===== config.mk =====
export PLATFORM = sky130hd
export DESIGN_NAME = sdcard_testmod
export DESIGN_NICKNAME = d
export VERILOG_FILES = /design/src/rtl/sdcard_pkg.sv /design/src/rtl/sdcard_patgen.sv /design/src/rtl/sdcard_testmod.sv
export SDC_FILE = /design/constraint.sdc
export NUM_CORES = 1
export LEC_CHECK = 0
export BUFFER_PORTS_ARGS = -buffer_cell sky130_fd_sc_hd__buf_2
export CAP_MARGIN = 10
export CORE_AREA = 3 3 119 121
export CTS_CLUSTER_DIAMETER = 40
export CTS_CLUSTER_SIZE = 14
export DETAILED_ROUTE_END_ITERATION = 10
export DIE_AREA = 0 0 122 124
export PLACE_DENSITY = 0.63
export RECOVER_POWER = 50
export SLEW_MARGIN = 20
export SYNTH_ARGS = -nofsm -noshare
export SYNTH_HDL_FRONTEND = slang
export SYNTH_SLANG_ARGS = --single-unit

===== constraint.sdc =====
create_clock -name CLOCK -period 3.7 [get_ports CLOCK]
set_clock_uncertainty 0.1 [all_clocks]
set_input_delay 0.37 -clock CLOCK [delete_from_list [all_inputs] [get_ports CLOCK]]
set_output_delay 0.37 -clock CLOCK [all_outputs]
set_load 0.05 [all_outputs]

===== src/rtl/sdcard_pkg.sv =====
`default_nettype none
// +--------------------------------------------------------------+
// | sdcard_pkg -- shared constants and state encoding           |
// | Rev 1.0                                                      |
// +--------------------------------------------------------------+
package sdcard_pkg;

  localparam int CALL_INIT = 0;
  localparam int CALL_WR   = 1;
  localparam int CALL_RD   = 2;

  localparam int         SECTOR_BYTES = 512;
  localparam logic [9:0] IDX_LAST     = 10'(SECTOR_BYTES - 1);
  localparam logic [9:0] IDX_END      = 10'(SECTOR_BYTES);

  localparam logic [2:0] STG_NONE = 3'd0;
  localparam logic [2:0] STG_INIT = 3'd1;
  localparam logic [2:0] STG_WR   = 3'd2;
  localparam logic [2:0] STG_RD   = 3'd3;
  localparam logic [2:0] STG_CMP  = 3'd4;

  localparam logic [7:0] FAILTAG_TMO = 8'hFF;

  typedef enum logic [2:0] {
    ST_IDLE  = 3'd0,
    ST_INIT  = 3'd1,
    ST_FILL  = 3'd2,
    ST_WRITE = 3'd3,
    ST_READ  = 3'd4,
    ST_DRAIN = 3'd5,
    ST_FIN   = 3'd6
  } state_t;

  function automatic logic [2:0] call_stage(input state_t s);
    case (s)
      ST_INIT:  return STG_INIT;
      ST_WRITE: return STG_WR;
      ST_READ:  return STG_RD;
      default:  return STG_NONE;
    endcase
  endfunction

endpackage
`default_nettype wire


===== src/rtl/sdcard_patgen.sv =====
`default_nettype none
// +--------------------------------------------------------------+
// | sdcard_patgen -- seeded sector test pattern byte            |
// | Rev 1.0                                                      |
// +--------------------------------------------------------------+
module sdcard_patgen (
  input  logic [7:0] i_seed,
  input  logic [8:0] i_idx,
  output logic [7:0] o_byte
);

  // Upper half of the sector is the inverted lower-half sequence.
  logic [7:0] w_sum;
  assign w_sum  = i_seed + i_idx[7:0];
  assign o_byte = w_sum ^ {8{i_idx[8]}};

endmodule
`default_nettype wire


===== src/rtl/sdcard_testmod.sv =====
`default_nettype none
// +--------------------------------------------------------------+
// | sdcard_testmod -- sector write / read-back test sequencer   |
// | Rev 1.0                                                      |
// +--------------------------------------------------------------+
module sdcard_testmod
  import sdcard_pkg::*;
#(
  parameter logic [23:0] TIMEOUT     = 24'd10_000_000,
  parameter logic [7:0]  TAG_OK_INIT = 8'h00,
  parameter logic [7:0]  TAG_OK_WR   = 8'h05,
  parameter logic [7:0]  TAG_OK_RD   = 8'h00
) (
  input  logic        CLOCK,
  input  logic        RESET,
  input  logic        iStart,
  input  logic [22:0] iSector,
  input  logic [7:0]  iSeed,
  output logic [3:0]  oCall,
  input  logic        iDone,
  output logic [22:0] oAddr,
  input  logic [7:0]  iTag,
  output logic [1:0]  oEn,
  output logic [7:0]  oData,
  input  logic [7:0]  iData,
  output logic        oBusy,
  output logic        oDone,
  output logic        oPass,
  output logic [9:0]  oErrCnt,
  output logic [2:0]  oStage,
  output logic [7:0]  oFailTag
);

  state_t      r_state;
  state_t      w_state_nxt;
  logic [9:0]  r_idx;
  logic [23:0] r_tmo;
  logic [22:0] r_addr;
  logic [7:0]  r_seed;
  logic [7:0]  r_exp;
  logic [7:0]  r_fail_tag;
  logic [9:0]  r_err_cnt;
  logic [2:0]  r_stage;
  logic        r_pass;

  logic [7:0]  w_fill_byte;
  logic [7:0]  w_exp_byte;
  logic [3:0]  w_call;
  logic [1:0]  w_en;
  logic        w_in_call;
  logic        w_tag_ok;
  logic        w_tmo_hit;
  logic        w_fail;
  logic        w_mis;
  logic [9:0]  w_err_nxt;

  sdcard_patgen u_pat_fill (
    .i_seed (r_seed),
    .i_idx  (r_idx[8:0]),
    .o_byte (w_fill_byte)
  );

  sdcard_patgen u_pat_exp (
    .i_seed (r_seed),
    .i_idx  (r_idx[8:0]),
    .o_byte (w_exp_byte)
  );

  assign w_tmo_hit = (r_tmo == TIMEOUT - 24'd1);
  // Index 0 of DRAIN has no pop behind it yet; index k checks the byte popped at k-1.
  assign w_mis     = (r_state == ST_DRAIN) && (r_idx != 10'd0) && (iData != r_exp);
  assign w_err_nxt = r_err_cnt + {9'd0, w_mis};

  always_ff @(posedge CLOCK or negedge RESET) begin
    if (!RESET) begin
      r_state <= ST_IDLE;
    end else begin
      r_state <= w_state_nxt;
    end
  end

  always_comb begin
    w_state_nxt = r_state;
    w_call      = 4'b0000;
    w_en        = 2'b00;
    w_in_call   = 1'b0;
    w_tag_ok    = 1'b0;
    unique case (r_state)
      ST_IDLE: begin
        if (iStart) w_state_nxt = ST_INIT;
      end
      ST_INIT: begin
        w_call[CALL_INIT] = 1'b1;
        w_in_call         = 1'b1;
        w_tag_ok          = (iTag == TAG_OK_INIT);
        if (iDone && w_tag_ok) w_state_nxt = ST_FILL;
      end
      ST_FILL: begin
        w_en[1] = 1'b1;
        if (r_idx == IDX_LAST) w_state_nxt = ST_WRITE;
      end
      ST_WRITE: begin
        w_call[CALL_WR] = 1'b1;
        w_in_call       = 1'b1;
        w_tag_ok        = (iTag[4:0] == TAG_OK_WR[4:0]);
        if (iDone && w_tag_ok) w_state_nxt = ST_READ;
      end
      ST_READ: begin
        w_call[CALL_RD] = 1'b1;
        w_in_call       = 1'b1;
        w_tag_ok        = (iTag == TAG_OK_RD);
        if (iDone && w_tag_ok) w_state_nxt = ST_DRAIN;
      end
      ST_DRAIN: begin
        w_en[0] = (r_idx != IDX_END);
        if (r_idx == IDX_END) w_state_nxt = ST_FIN;
      end
      ST_FIN: begin
        w_state_nxt = ST_IDLE;
      end
      default: begin
        w_state_nxt = ST_IDLE;
      end
    endcase
    w_fail = w_in_call && (iDone ? !w_tag_ok : w_tmo_hit);
    if (w_fail) w_state_nxt = ST_FIN;
  end

  always_ff @(posedge CLOCK or negedge RESET) begin
    if (!RESET) begin
      r_idx      <= 10'd0;
      r_tmo      <= 24'd0;
      r_addr     <= 23'd0;
      r_seed     <= 8'd0;
      r_exp      <= 8'd0;
      r_fail_tag <= 8'd0;
      r_err_cnt  <= 10'd0;
      r_stage    <= STG_NONE;
      r_pass     <= 1'b0;
    end else begin
      r_exp <= w_exp_byte;

      if (w_state_nxt != r_state) begin
        r_idx <= 10'd0;
      end else if (r_state == ST_FILL || r_state == ST_DRAIN) begin
        r_idx <= r_idx + 10'd1;
      end

      if (w_in_call && w_state_nxt == r_state) begin
        r_tmo <= r_tmo + 24'd1;
      end else begin
        r_tmo <= 24'd0;
      end

      if (r_state == ST_IDLE && iStart) begin
        r_addr     <= iSector;
        r_seed     <= iSeed;
        r_err_cnt  <= 10'd0;
        r_stage    <= STG_NONE;
        r_fail_tag <= 8'd0;
        r_pass     <= 1'b0;
      end

      if (w_fail) begin
        r_stage    <= call_stage(r_state);
        r_fail_tag <= iDone ? iTag : FAILTAG_TMO;
      end

      // Results are final on entry to FIN so they are valid alongside oDone.
      if (r_state == ST_DRAIN) begin
        r_err_cnt <= w_err_nxt;
        if (r_idx == IDX_END) begin
          r_pass <= (w_err_nxt == 10'd0);
          if (w_err_nxt != 10'd0) r_stage <= STG_CMP;
        end
      end
    end
  end

  assign oCall    = w_call;
  assign oEn      = w_en;
  assign oData    = (r_state == ST_FILL) ? w_fill_byte : 8'h00;
  assign oAddr    = r_addr;
  assign oBusy    = (r_state != ST_IDLE);
  assign oDone    = (r_state == ST_FIN);
  assign oPass    = r_pass;
  assign oErrCnt  = r_err_cnt;
  assign oStage   = r_stage;
  assign oFailTag = r_fail_tag;

endmodule
`default_nettype wire

==> results of run 1 <==
## final cells by class
type	count	area, um2
Inverter	15	56.30
Tap cell	176	220.2
Sequential cell	98	2452
Multi-Input combinational cell	448	2650
Fill cell	1305	6923
Clock buffer	9	225.2
Timing Repair Buffer	120	569.3
Clock inverter	7	93.84
## worst min-delay path, cell delays in order
cell	delay, ns
buf_2	0.07
nand2_1	0.04
nand2_1	0.04
## cells in the final DEF, fill, tap and decap left out, drive strengths merged, types with 3 or more instances in the layout
cell type / instances
nand3: 18
or2: 6
o21ai: 23
clkbuf: 54
nor4: 15
or3: 6
and3: 9
dfrtp: 98
a21oi: 11
mux2i: 11
xor2: 17
buf: 74
nor4b: 3
and2: 7
xnor2: 39
ha: 12
inv: 15
nand2: 131
nor2: 55
and4: 3
o31ai: 4
nor2b: 8
or4: 3
nand4: 10
clkinv: 3
nor3: 13
a31oi: 5
## through the flow
| stage | utilization | setup WS, ns | std cells |
|---|---|---|---|
| floorplan | - | 0.5341 | 587 |
| global placement | 0.4543 | 0.3712 | 856 |
| detailed placement | 0.4543 | 0.3054 | 856 |
| CTS | 0.4792 | 0.2249 | 873 |
| global route | 0.4751 | 0.08020 | 873 |
| finish | 0.4751 | 0.4158 | 873 |
## cells by family (layout without fill, tap and decap cells)
family,after synthesis,count (layout),synth area share
compound gates,71,71,0.08912
simple gates,296,296,0.2643
xor+xnor,56,56,0.09291
flops,98,98,0.4646
fa+ha+maj,13,13,0.03223
mux,11,11,0.02086
other cells,1,1,0.0007104
buf+inv,41,151,0.03531
## state kept, by name (all words and copies together), names as in the netlist
register  flops
r_exp         8
oPass         1
r_idx        10
r_tmo        24
oErrCnt      10
r_seed        8
oAddr        23
oStage        3
oFailTag      8
r_state       3
## power groups by stage
| stage | clock network, mW | registers, mW | logic, mW |
|---|---|---|---|
| 2_1_floorplan | 0 | 2.11 | 1.06 |
| 3_3_place_gp | 0 | 1.55 | 2.09 |
| 3_5_place_dp | 0 | 1.56 | 2.13 |
| 4_1_cts | 1.03 | 1.54 | 2.14 |
| 5_1_grt | 1.08 | 1.58 | 2.25 |
| 6_report | 0.997 | 1.54 | 2.07 |
## worst paths after layout
path                            cells past startpoint  slack (ns)                endpoint                  from
worst max-delay path                               13        0.42     oStage[2]$_DFF_PN0_  r_idx[1]$_DFFE_PN0P_
worst min-delay path                                3        0.11   r_seed[3]$_DFFE_PN0P_              iSeed[3]
min in group asynchronous                           2        1.01  oErrCnt[5]$_DFFE_PN0P_                 RESET
worst min register to register                      2        0.38    oAddr[2]$_DFFE_PN0P_  oAddr[2]$_DFFE_PN0P_
max in group asynchronous                           3        0.73     r_tmo[14]$_DFF_PN0_                 RESET
worst max register to register                     13        0.42     oStage[2]$_DFF_PN0_  r_idx[1]$_DFFE_PN0P_
## layer usage
layer,up-vias,share of wire,wire [um],track usage
li1,2219,-,-,-
met1,2140,0.45,5684,0.2214
met2,114,0.48,6088,0.2914
met3,25,0.045,569,0.03860
met4,0,0.023,286,0.06933
met5,-,0,0,0
## timing repair
item / 4_1_cts / 5_1_grt
endpoints found under the setup margin: 0 / 3
hold endpoints to repair: 35 / 0
resized for setup: 0 / 2
hold buffers: 1 / 0
==> results_dict.tcl, run 1 <==
set metrics [dict create \
    drt-initial-drc-count 289 \
    finalSetupTns_ns 0 \
    grt_usage 0.1746 \
    hold_path.class "input pin to flip-flop" \
    grt_max_degree 46 \
    numPortBuffers 110 \
    synth.top_cells.by_count "131 x nand2_1, 98 x dfrtp_1, 55 x nor2_1" \
    syn_inst 587 \
    antenna_found_initial 0 \
    intPower_mw 2.477 \
    path_common_cell "ha_1" \
    max_freq_mhz 304.5 \
    synthToLayoutAreaGrowth_pct 18.72 \
    antenna_cells 0 \
    cp_slowest_cell "a2111oi_1" \
    grt_pass1_wl_mm 20.94 \
    worstSetupEndpointType "flip-flop" \
    wl_mm 12.63 \
    total_power_mw 4.609 \
    final-hold-violation-count 0 \
    pwr-share-clk 0.216 \
    cp_cell_sequence "inv_1 > ha_1 > nor4b_2 > nand2_1 > o22ai_1 > nor2_1 > ha_1 > ha_1 > and4_1 > o21ai_0 > a2111oi_1 > a31oi_1 > a31o_2" \
    async_flop_share 1.000 \
    synth_seq_cells 98 \
    num_rows 42 \
    clkSlewWorstSetupHoldPaths_ns 0.07 \
    start_util 0.4002 \
    dpl_cell_area_um2 5992 \
    clock_latency_ns 0.35 \
    ys_seq_area_frac 0.4646 \
    max_slew_margin -0.3160 \
    postCtsSetupRepairBufs 0 \
    p_sw_mw 2.132 \
    peakVddDrop_mv 0.4320 \
    cts_max_path_buffers 2 \
    fin_crit_ns 3.284 \
    crit_path_start_kind "flip-flop" \
    remaining_drc_errors 0 \
    crit_family "compound AO/OA/AOI/OAI gates" \
    worst_slew_pin_slew_ns 1.974 \
    slew_violations 38 \
    critPathKind "flip-flop to flip-flop" \
    hold_ws_ns 0.1061 \
    synth.most_common_cell "nand2_1" \
    arrival_ns 3.42 \
    drv_cap 1 \
    stdcell_area_um2 6267 \
    firstDrtPassIters 4 \
    grt_pass1_vias 4404 \
    num_vias 4498 \
    clock-root-buffer "clkbuf_16" \
    swShare 0.4626 \
    die_h_um 124 \
    gp_congestion 0.9331 \
    power_density_nw_per_um2 735.5 \
    ant_nets 0 \
    nets 756 \
    wl_per_cell_um 14.47 \
    io_pins 112 \
    synth.distinct_cells 60 \
    synth_warnings 0 \
    path_max_fanout 7 \
    combPwrFrac 0.449 \
    core_um2 13190 \
    seqPwrFrac 0.335 \
    status "complete, but fails checks" \
    avgSynthCellArea_um2 8.993 \
    rsz0062_at_grt "false" \
    drive_gt1_frac 0.1549 \
    place_hpwl_mm 9.300 \
    violations "capacitance limit, slew limit" \
    h-tree-depth 3 \
    dominantRegCellSynth "dfrtp_1" \
    leakagePower_nw 2.924 \
    via_per_inst 5.152 \
    die_width_um 122 \
    cts_tree "built" \
    required_ns 3.84 \
    slowest_delay_ns 0.50 \
    clkSinkCount 98 \
    syn_area_um2 5279 \
    numCtsBuffers 9 \
    yosysTopAreaCell "dfrtp_1" \
    synth-edff-count 0 \
    synth_nets 651 \
    synth.area.top_cells "dfrtp_1 46%, nand2_1 9.3%, xnor2_1 6.5%" \
    grt_overflow 0 \
    final-setup-viol-count 0 \
    path_buf_inv 1 \
    synth_top_area_frac 0.4646 \
    die_area_um2 15130 \
    post-route-period-util 0.8876 \
]
No activity file was read; power rests on OpenSTA's default activity.
==> run 2, diff against run 1 <==
CTS_BUF_LIST = sky130_fd_sc_hd__clkbuf_2 sky130_fd_sc_hd__clkbuf_4 sky130_fd_sc_hd__clkbuf_8   (was default)
MAX_ROUTING_LAYER = met4   (was default)
==> run 2 against run 1 <==
Net effect:
- the flow still finishes with violations (capacitance limit, slew limit)
- global-route usage rose by 0.56 points
- sequential power is essentially flat
- clock power down 16%
==> results_dict.tcl, run 2 (synthesized netlist as in run 1, its figures left out) <==
set metrics [dict create \
    final_common_cell "nand2_1" \
    final-hold-violation-count 0 \
    crit_path_start_kind "flip-flop" \
    cts_hold_repair.buffers 0 \
    intPower_mw 2.360 \
    regMostFlops "r_tmo" \
    clock_latency_ns 0.37 \
    max_slew_margin -0.1656 \
    clkSinkCount 98 \
    path_max_fanout 7 \
    numCtsBuffers 9 \
    final-setup-viol-count 0 \
    die_width_um 122 \
    multi_input_area_um2 2644 \
    postCtsSetupRepairBufs 0 \
    post-route-period-util 0.9032 \
    nets 756 \
    cts_resized 0 \
    place_hpwl_mm 9.388 \
    p_sw_mw 2.109 \
    critPathKind "flip-flop to flip-flop" \
    die_h_um 124 \
    ant_nets 0 \
    dpl_cell_area_um2 6000 \
    post-route-util 0.4697 \
    r2r-start "r_idx[1]$_DFFE_PN0P_" \
    cp_slowest_cell "a2111oi_1" \
    fillers 1313 \
    fin_crit_ns 3.342 \
    seqCellArea_um2 2452 \
    slowest_delay_ns 0.53 \
    stdcell_area_um2 6196 \
    gp_congestion 0.9058 \
    clock-root-buffer "clkbuf_8" \
    min_delay_worst_endpoint "oAddr[21]$_DFFE_PN0P_" \
    firstDrtPassIters 4 \
    io_pins 112 \
    numPortBuffers 110 \
    cts_max_path_buffers 2 \
    die_area_um2 15130 \
    power_density_nw_per_um2 721.3 \
    reg2regPathDepth 13 \
    slew_violations 72 \
    max_freq_mhz 299.3 \
    seqPwrFrac 0.342 \
    grt_usage 0.1802 \
    core_um2 13190 \
    cts_tree "built" \
    start_util 0.4002 \
    grt_pass1_wl_mm 21.38 \
    peakVddDrop_mv 0.4103 \
    hold_path.class "input pin to flip-flop" \
    grt_max_degree 72 \
    drive_gt1_frac 0.1722 \
    via_per_inst 5.118 \
    grt_pass1_vias 4454 \
    drt-initial-drc-count 328 \
    num_rows 42 \
    antenna_cells 0 \
    hold_path.startpoint "iSector[21]" \
    grt_overflow 0 \
    h-tree-depth 3 \
    path_common_cell "ha_1" \
    num_vias 4468 \
    worst_slew_pin_slew_ns 1.748 \
    wl_mm 12.77 \
    status "complete, but fails checks" \
    arrival_ns 3.51 \
    worstSetupEndpointType "flip-flop" \
    rsz0062_at_grt "false" \
    cp_cell_sequence "inv_1 > ha_1 > nor4b_1 > nand2_1 > o22ai_1 > nor2_1 > ha_1 > ha_1 > nor2_1 > o21ai_0 > a2111oi_1 > a31oi_1 > a31o_2" \
    remaining_drc_errors 0 \
    finalSetupTns_ns 0 \
    antenna_found_initial 0 \
    reg2reg_slack_ns 0.36 \
    largest_reg_flops 24 \
    leakagePower_nw 2.938 \
    clkSlewWorstSetupHoldPaths_ns 0.09 \
    violations "capacitance limit, slew limit" \
    swShare 0.4719 \
    pwr-share-clk 0.189 \
    required_ns 3.87 \
    wl_per_cell_um 14.62 \
    synthToLayoutAreaGrowth_pct 17.37 \
    combPwrFrac 0.470 \
    final_cell_mix "131 x nand2_1, 98 x dfrtp_1, 80 x buf_2" \
    r2r_end "oStage[2]$_DFF_PN0_" \
    hold_ws_ns 0.08149 \
    drv_cap 1 \
    whs_path_depth 3 \
]
[run 2: area by class of cell]
class	instances	area share
clock buffers	11	0.02242
clock inverters	5	0.01656
inverters	15	0.009087
multi-input cells	448	0.4267
flip-flops and latches	98	0.3958
well taps	176	0.03554
repair buffers	120	0.09390
[run 2: worst max path at each step]
| stage | from | end | slack, ns | cells after the start |
|---|---|---|---|---|
| detailed placement | r_idx[1]$_DFFE_PN0P_ | oStage[2]$_DFF_PN0_ | 0.32 | 13 |
| global placement | r_idx[1]$_DFFE_PN0P_ | oStage[2]$_DFF_PN0_ | 0.38 | 13 |
| floorplan | r_idx[1]$_DFFE_PN0P_ | oData[7] | 0.53 | 6 |
| CTS | r_idx[1]$_DFFE_PN0P_ | oStage[2]$_DFF_PN0_ | 0.24 | 13 |
| finish | r_idx[1]$_DFFE_PN0P_ | oStage[2]$_DFF_PN0_ | 0.36 | 13 |
| global route | r_idx[1]$_DFFE_PN0P_ | oStage[2]$_DFF_PN0_ | 0.04 | 13 |
[run 2: power groups by stage]
stage / Combinational, mW / Sequential (mW) / Clock [mW]
floorplan: 1.06 / 2.11 / 0
finish: 2.10 / 1.53 / 0.842
detailed placement: 2.16 / 1.54 / 0
global placement: 2.13 / 1.53 / 0
CTS: 2.16 / 1.52 / 0.862
global route: 2.29 / 1.56 / 0.902
[run 2: per-stage QoR]
step	cells	power (mW)	worst slack, ns
after floorplan	587	3.169	0.5341
after global placement	857	3.662	0.3812
after detailed placement	857	3.698	0.3150
after CTS	873	4.548	0.2445
after global routing	873	4.751	0.04499
final	873	4.469	0.3583
[run 2: layer usage]
metal | track usage | vias up | part of all wire
met2 | 0.3001 | 98 | 0.49
met3 | 0.03270 | 14 | 0.044
met5 | - | - | 0
met1 | 0.2254 | 2141 | 0.46
li1 | - | 2215 | -
met4 | 0.05532 | 0 | 0.011
[run 2: critical path, delay by kind of cell, from the launching register on]
| kind | cells | cell delay [ns] |
|---|---|---|
| compound gates | 5 | 1.23 |
| fa+ha+maj | 3 | 0.65 |
| simple gates | 4 | 0.68 |
| flops | 1 | 0.47 |
| buf+inv | 1 | 0.08 |
